==> src/rtl/cs_out_buffer.sv <==
// Elastic output buffer behind the CS smoothing core: discards the warm-up samples,
// queues Y words in a first-word-fall-through FIFO and counts words lost to overflow.
module cs_out_buffer #(
    parameter int DEPTH  = 8,
    parameter int WARMUP = 9
) (
    input  logic                     clk,
    input  logic                     reset,
    input  logic [9:0]               y_in,
    input  logic                     flush,
    output logic [9:0]               out_data,
    output logic                     out_valid,
    input  logic                     out_ready,
    output logic                     overflow,
    output logic [7:0]               drop_cnt,
    output logic [$clog2(DEPTH):0]   level
);

    localparam int PW = $clog2(DEPTH);
    localparam int LW = PW + 1;
    localparam int WW = $clog2(WARMUP + 1);
    localparam logic [LW-1:0] FULL      = LW'(DEPTH);
    localparam logic [WW-1:0] WARM_DONE = WW'(WARMUP);

    logic [9:0]    mem [DEPTH];
    logic [WW-1:0] wcnt_q, wcnt_d;
    logic [PW-1:0] wptr_q, wptr_d;
    logic [PW-1:0] rptr_q, rptr_d;
    logic [LW-1:0] level_q, level_d;
    logic [9:0]    data_q, data_d;
    logic          valid_q, valid_d;
    logic          ovf_q, ovf_d;
    logic [7:0]    drop_q, drop_d;
    logic          push, pop, wr_en;

    assign push = (wcnt_q == WARM_DONE) && !flush;
    assign pop  = valid_q && out_ready;

    always_comb begin
        wcnt_d  = wcnt_q;
        wptr_d  = wptr_q;
        rptr_d  = rptr_q;
        level_d = level_q;
        data_d  = data_q;
        valid_d = valid_q;
        ovf_d   = ovf_q;
        drop_d  = drop_q;
        wr_en   = 1'b0;
        if (flush) begin
            wcnt_d  = '0;
            wptr_d  = '0;
            rptr_d  = '0;
            level_d = '0;
            data_d  = '0;
            valid_d = 1'b0;
            ovf_d   = 1'b0;
            drop_d  = '0;
        end else begin
            if (wcnt_q != WARM_DONE) begin
                wcnt_d = wcnt_q + 1'b1;
            end
            // A full FIFO still accepts a word when the head leaves on the same edge.
            if (push && (pop || level_q != FULL)) begin
                wr_en  = 1'b1;
                wptr_d = wptr_q + 1'b1;
            end
            if (push && !pop && level_q == FULL) begin
                ovf_d = 1'b1;
                if (drop_q != 8'hFF) begin
                    drop_d = drop_q + 8'd1;
                end
            end
            if (pop) begin
                rptr_d = rptr_q + 1'b1;
            end
            if (wr_en && !pop) begin
                level_d = level_q + 1'b1;
            end else if (pop && !wr_en) begin
                level_d = level_q - 1'b1;
            end
            valid_d = (level_d != '0);
            // Registered head: bypass the incoming word when it lands in the head slot.
            if (level_d != '0) begin
                data_d = (wr_en && rptr_d == wptr_q) ? y_in : mem[rptr_d];
            end
        end
    end

    always_ff @(posedge clk) begin
        if (wr_en) begin
            mem[wptr_q] <= y_in;
        end
    end

    always_ff @(posedge clk or posedge reset) begin
        if (reset) begin
            wcnt_q  <= '0;
            wptr_q  <= '0;
            rptr_q  <= '0;
            level_q <= '0;
            data_q  <= '0;
            valid_q <= 1'b0;
            ovf_q   <= 1'b0;
            drop_q  <= '0;
        end else begin
            wcnt_q  <= wcnt_d;
            wptr_q  <= wptr_d;
            rptr_q  <= rptr_d;
            level_q <= level_d;
            data_q  <= data_d;
            valid_q <= valid_d;
            ovf_q   <= ovf_d;
            drop_q  <= drop_d;
        end
    end

    assign out_data  = data_q;
    assign out_valid = valid_q;
    assign overflow  = ovf_q;
    assign drop_cnt  = drop_q;
    assign level     = level_q;

endmodule

==> config.mk <==
export PLATFORM = sky130hd
export DESIGN_NAME = cs_out_buffer
export DESIGN_NICKNAME = d
export VERILOG_FILES = /design/src/rtl/cs_out_buffer.sv
export SDC_FILE = /design/constraint.sdc
export NUM_CORES = 1
export LEC_CHECK = 0
export ABC_AREA = 1
export ABC_CLOCK_PERIOD_IN_PS = 6900
export CORE_ASPECT_RATIO = 0.9
export CORE_UTILIZATION = 28
export CTS_CLUSTER_SIZE = 28
export DETAILED_ROUTE_END_ITERATION = 8
export HOLD_SLACK_MARGIN = 0.12
export PLACE_DENSITY = 0.42
export SKIP_LAST_GASP = 1
export SLEW_MARGIN = 20
export SYNTH_ARGS = -nofsm -noshare
export SYNTH_HDL_FRONTEND = slang
export SYNTH_SLANG_ARGS = --single-unit
export TNS_END_PERCENT = 10
==> constraint.sdc <==
create_clock -name clk -period 6.9 [get_ports clk]
set_clock_uncertainty 0.05 [all_clocks]
set_input_delay 0.69 -clock clk [delete_from_list [all_inputs] [get_ports clk]]
set_output_delay 0.69 -clock clk [all_outputs]
set_load 0.1 [all_outputs]
After elaboration in Yosys (flattened, before gate mapping). Memories as Yosys holds them, arrays and structs flattened. Index checks and enable logic that the tools add are counted.

Register bits: 34. Memory bits (writable): 80. Input bits: 14. Output and inout bits: 24. Word-level logic and storage cells: 65. Memories: 1.

Memory list: mem (depth 8, bits a word 10, rd ports 1, clocked after Yosys merged registers in 0, write ports 1, line 25) `logic [9:0] mem [DEPTH];`.

Add/subtract/negate cells: 6. Equal/unequal tests: 6. Mux-type cells: 25. Reductions and logical operators: 19.

Operators with widths (number): 2-to-1 mux 10 bit (3); 2-to-1 mux 4 bit (6); 2-to-1 mux 8 bit (3); 2-to-1 mux 3 bit (5); nonzero test 2 bit (5); adder 4 x 1 -> 4 bit (second input constant) (2); adder 8 x 1 -> 8 bit (second input constant) (1); == test 4 bit (second input constant) (2); logical AND 1 bit (8); 2-to-1 mux 1 bit (8); != test 4 bit (second input constant) (2); != test 8 bit (second input constant) (1); adder 3 x 1 -> 3 bit (second input constant) (2); nonzero test 4 bit (1); subtractor 4 x 1 -> 4 bit (second input constant) (1); == test 3 bit (1); zero test 1 bit (3); AND reduction 2 bit (1); logical OR 1 bit (1).

Longest topological paths before layout.
Depth after elaboration: 13. Mapped depth: 16. Depth with buffers taken out: 15.

Least setup slack after synthesis. Ideal clock, no wire load.

Kind: register -> register. Start point: reg level_q[0], in the netlist level[0]. End point: mem mem[0][0] (enable). Setup time: 0.390 ns. Arrival time: 2.877 ns. Required time: 6.460 ns. Slack: 3.583 ns. Stages on the path, launching flop included: 9. Buffers on the path: 1. Period minus slack after synthesis: 3.317 ns. Cell sequence: dfrtp_1 inv_1 ha_1 nand4_1 inv_1 nor2_2 buf_2 nand2_1 nor3_1.

Longest elaborated chain between the ends: 8.

RTL lines: start, declared (line 29) `logic [LW-1:0] level_q, level_d;`; start signal, assigned (line 109) `level_q <= level_d;`; != test 4 bit (line 63) `if (push && (pop || level_q != FULL)) begin`; logical OR 1 bit (line 63); logical AND 1 bit (line 63); 2-to-1 mux 1 bit (line 63); 2-to-1 mux 1 bit (2 in a row) (line 49) `if (flush) begin`; 2-to-1 mux 1 bit (line 90) `if (wr_en) begin`; 2-to-1 mux 1 bit (not written as such) (line 91) `mem[wptr_q] <= y_in;`; end, declared (line 25).

No other way between the ends. The select of a mux whose other input is x is not followed.

Final worst setup path.
Start point: in flush. End point: reg data_q[8], in the netlist out_data[8].

Longest elaborated chain between the ends: 12. Elaborated cells between the ends (all ways): 17. Classes of those cells: 8 x mux; 9 x reduce/logical.

RTL lines: start, declared (line 10) `input logic flush,`; zero test 1 bit (line 36) `assign push = (wcnt_q == WARM_DONE) && !flush;`; logical AND 1 bit (line 36); logical AND 1 bit (line 63); 2-to-1 mux 1 bit (line 63); 2-to-1 mux 1 bit (line 49); zero test 1 bit (line 78) `end else if (pop && !wr_en) begin`; logical AND 1 bit (line 78); 2-to-1 mux 4 bit (line 78); 2-to-1 mux 4 bit (line 76) `if (wr_en && !pop) begin`; 2-to-1 mux 4 bit (line 49); nonzero test 4 bit (line 83) `if (level_d != '0) begin`; nonzero test 2 bit (no line); end signal, assigned (line 110) `data_q <= data_d;`; end, declared (line 30) `logic [9:0] data_q, data_d;`.

Several ways; a longest one is shown, not always the timed one. The select of a mux whose other input is x is not followed. A chain may end at the register's enable or synchronous reset.

==> metrics.md <==
| Metric | Value |
|---|---|
| Ports | `38` |
| Area share of the largest cell type after synthesis | `0.458` |
| Final Util | `0.353` |
| Area after DPL | `approximately 0.006 mm2` |
| Syn_nets | `about 550` |
| Max Used Layer | `met4` |
| VDD IR max | `185 uV` |
| Synth cell count leaders | `nand2_1 (137), edfxtp_1 (80), nand3_1 (79)` |
| Power Dens Cells | `about 360 mW/mm2` |
| CTS tree | `done` |
| Layout cells sized above 1 | `0.0798` |
| DRC Markers | `0` |
| Critical path class | `in2reg` |
| Post-placement cell count | `802` |
| GRT overflow | `0` |
| Power, Total | `between 2 and 2.5 mW` |
| Max-cap viol count | `0` |
| Vias | `approximately 3,800` |
| Layout Nets | `around 600` |
| Fin worst setup slack | `approximately 3.1 ns` |
| Seq/Total Area, Yosys | `0.620` |
| Die Area | `just under 0.02 mm2` |
| Drt wl/cell | `15.7 um` |
| Initial core utilization | `0.286` |
| Post-route minimum period | `~3.8 ns` |
| Slew at the pin closest to its max-slew limit | `between 0.9 and 1 ns` |
| Max FO, Critical Path | `20` |
| WL met1 | `~6.3 mm` |
| Wire length on met2 | `slightly below 6 mm` |
| Slew Limit Fails | `0` |
| Diodes inserted | `0` |
| Number of port buffers | `37` |
| Post CTS Setup Buffer Count | `0` |
| Synth unique cells | `26` |
| Area Growth Syn to Fin | `23.4%` |
| Max Fclk | `between 0.2 and 0.3 GHz` |
| Total CTS buffers | `17` |
| Wire length of the first global-routing pass | `approximately 21 mm` |
| Largest net degree at the start of global routing | `66` |
| Clk slew on worst S/H paths | `around 0.050 ns` |
| Worst hold slack | `~0.45 ns` |
| Most common cell in the netlist | `nand2_1` |
| Vias/cell | `4.58` |
| Ranking of synthesized cells by area | `edfxtp_1 (46%), dfrtp_1 (16%), nand2_1 (9.8%)` |
| Fillers | `between 1,500 and 2,000` |
| Instance count of the mapped netlist | `532` |
| Met3 wire length | `between 400 and 500 um` |
| Core box area | `around 0.018 mm2` |
| Non-Filler Instances | `approximately 830` |
| CTS max path bufs | `2` |
| Min-delay src | `overflow` |
| Clock sinks | `around 110` |
| Hold Path Class | `reg2reg` |
| DR pass1 iterations | `5` |
| EDFF count, synth | `80` |
| Final Routed Wirelength | `13.1 mm` |
| Status | `completed` |
| Vias in the first global route | `between 3,000 and 4,000` |
| DP HPWL | `8.70 mm` |
| Synth area leader | `edfxtp_1` |
| Max_slew headroom | `0.342` |
| Leakage power | `approximately 2.7 nW` |
| Die width | `around 150 um` |
| Yosys Warn Count | `0` |
| H-tree Lvls | `4` |
| CP endpoint kind | `flip-flop` |
| Resize count post-CTS | `0` |
| Synth async-reset ratio | `0.298` |
| Die Y | `around 130 um` |
| Final setup violation count | `0` |
| Std-Cell Rows | `47` |
| CTS Hold Buffers Added | `0` |
| Ys flop type | `edfxtp_1` |
| Synthesized area | `~0.0053 mm2` |
| Final Cycle Share | `0.558` |
| Synth Area per Inst | `approximately 10 um2` |
| Setup crit start | `flush` |
| GPL Wtd Cong | `0.801` |
| Critical Path Start Type | `primary input` |
| WP data arrival | `4.10 ns` |
| Clock latency at the later pin of the worst-skew pair | `approximately 0.42 ns` |
| Final Hold Viols | `0` |
| RSZ-0062 raised after global routing | `no` |
| Tot GR Track Use | `0.147` |
| Post-route setup TNS | `0 ns` |
| Worst Path Required | `~7 ns` |
| Worst r2r src | `level[0]` |
| CTS root buffer | `clkbuf_16` |
| Initial antenna violation count | `0` |
| Seq cells post-synth | `between 100 and 150` |
| ANT nets after route | `0` |
| DP Worst Slack | `~2.6 ns` |
| DR iter-0 viols | `280` |
| Final Instance Area | `0.00648 mm2` |
-- worst max-delay path: stages --
cell	delay, ns
clkdlybuf4s50_1	0.71
inv_1	0.64
nand2_1	0.11
nor2_1	0.21
nand3_2	0.19
inv_1	0.11
nand2_1	0.05
nand2_1	0.08
nand2_1	0.07
nor2_1	0.63
nor2_1	0.39
nand2_1	0.15
nand2_1	0.05
-- state kept, by name, indices dropped and copies added (netlist names) --
register	flops
drop_cnt	8
level	4
mem	80
out_data	10
out_valid	1
overflow	1
rptr_q	3
wcnt_q	4
wptr_q	3
-- power by group --
group          leakage, nW  internal (mW)  total, mW  switching, mW
clock                0.279          0.564      0.877          0.312
sequential            1.18          0.770      0.803         0.0338
combinational         1.26          0.160      0.665          0.504
-- path summary, 6_finish.rpt --
check / endpoint / slack (ns) / cells past startpoint
worst max-delay path: out_data[8] / 3.05 / 13
worst max register to register: mem[1][9] / 3.75 / 8
max in group asynchronous: out_data[4] / 5.86 / 3
min in group asynchronous: wcnt_q[1] / 0.62 / 3
worst min-delay path: overflow / 0.45 / 2
worst min register to register: overflow / 0.45 / 2
-- per-layer routing --
metal | GRT usage | vias up
li1 | - | 1887
met2 | 0.219 | 78
met4 | 0.0741 | 0
met1 | 0.196 | 1831
met5 | 0 | -
met3 | 0.0388 | 26
-- area by class of cell --
class | instances | area [um2] | area share
timing repair buffer | 47 | 445 | 0.0688
inverter | 75 | 282 | 0.0435
clock inverter | 14 | 164 | 0.0253
clock buffer | 18 | 429 | 0.0663
multi-input combinational | 321 | 1600 | 0.247
tap | 245 | 307 | 0.0473
sequential | 114 | 3250 | 0.502
-- kinds of logic after synthesis --
| family | after synthesis | share of synthesized area |
|---|---|---|
| flip-flops | 114 | 0.620 |
| buffers and inverters | 97 | 0.0763 |
| adder cells (fa/ha/maj) | 7 | 0.0167 |
| XOR/XNOR | 8 | 0.0133 |
| AND/OR/NAND/NOR | 264 | 0.221 |
| AO/OA/AOI/OAI | 42 | 0.0534 |
-- layout by cell type, fill, tap and decap left out, drive strengths merged, types with 8 or more instances in the layout --
| cell | Yosys | final |
|---|---|---|
| clkinv | 1 | 8 |
| clkdlybuf4s50 | 0 | 37 |
| dfrtp | 34 | 34 |
| o211ai | 24 | 24 |
| nand4 | 13 | 13 |
| clkbuf | 4 | 18 |
| nand3 | 81 | 81 |
| nand2 | 142 | 142 |
| nor2 | 21 | 21 |
| buf | 18 | 10 |
| inv | 74 | 75 |
| o21ai | 9 | 9 |
| edfxtp | 80 | 80 |
No activity file was read; power rests on OpenSTA's default activity.
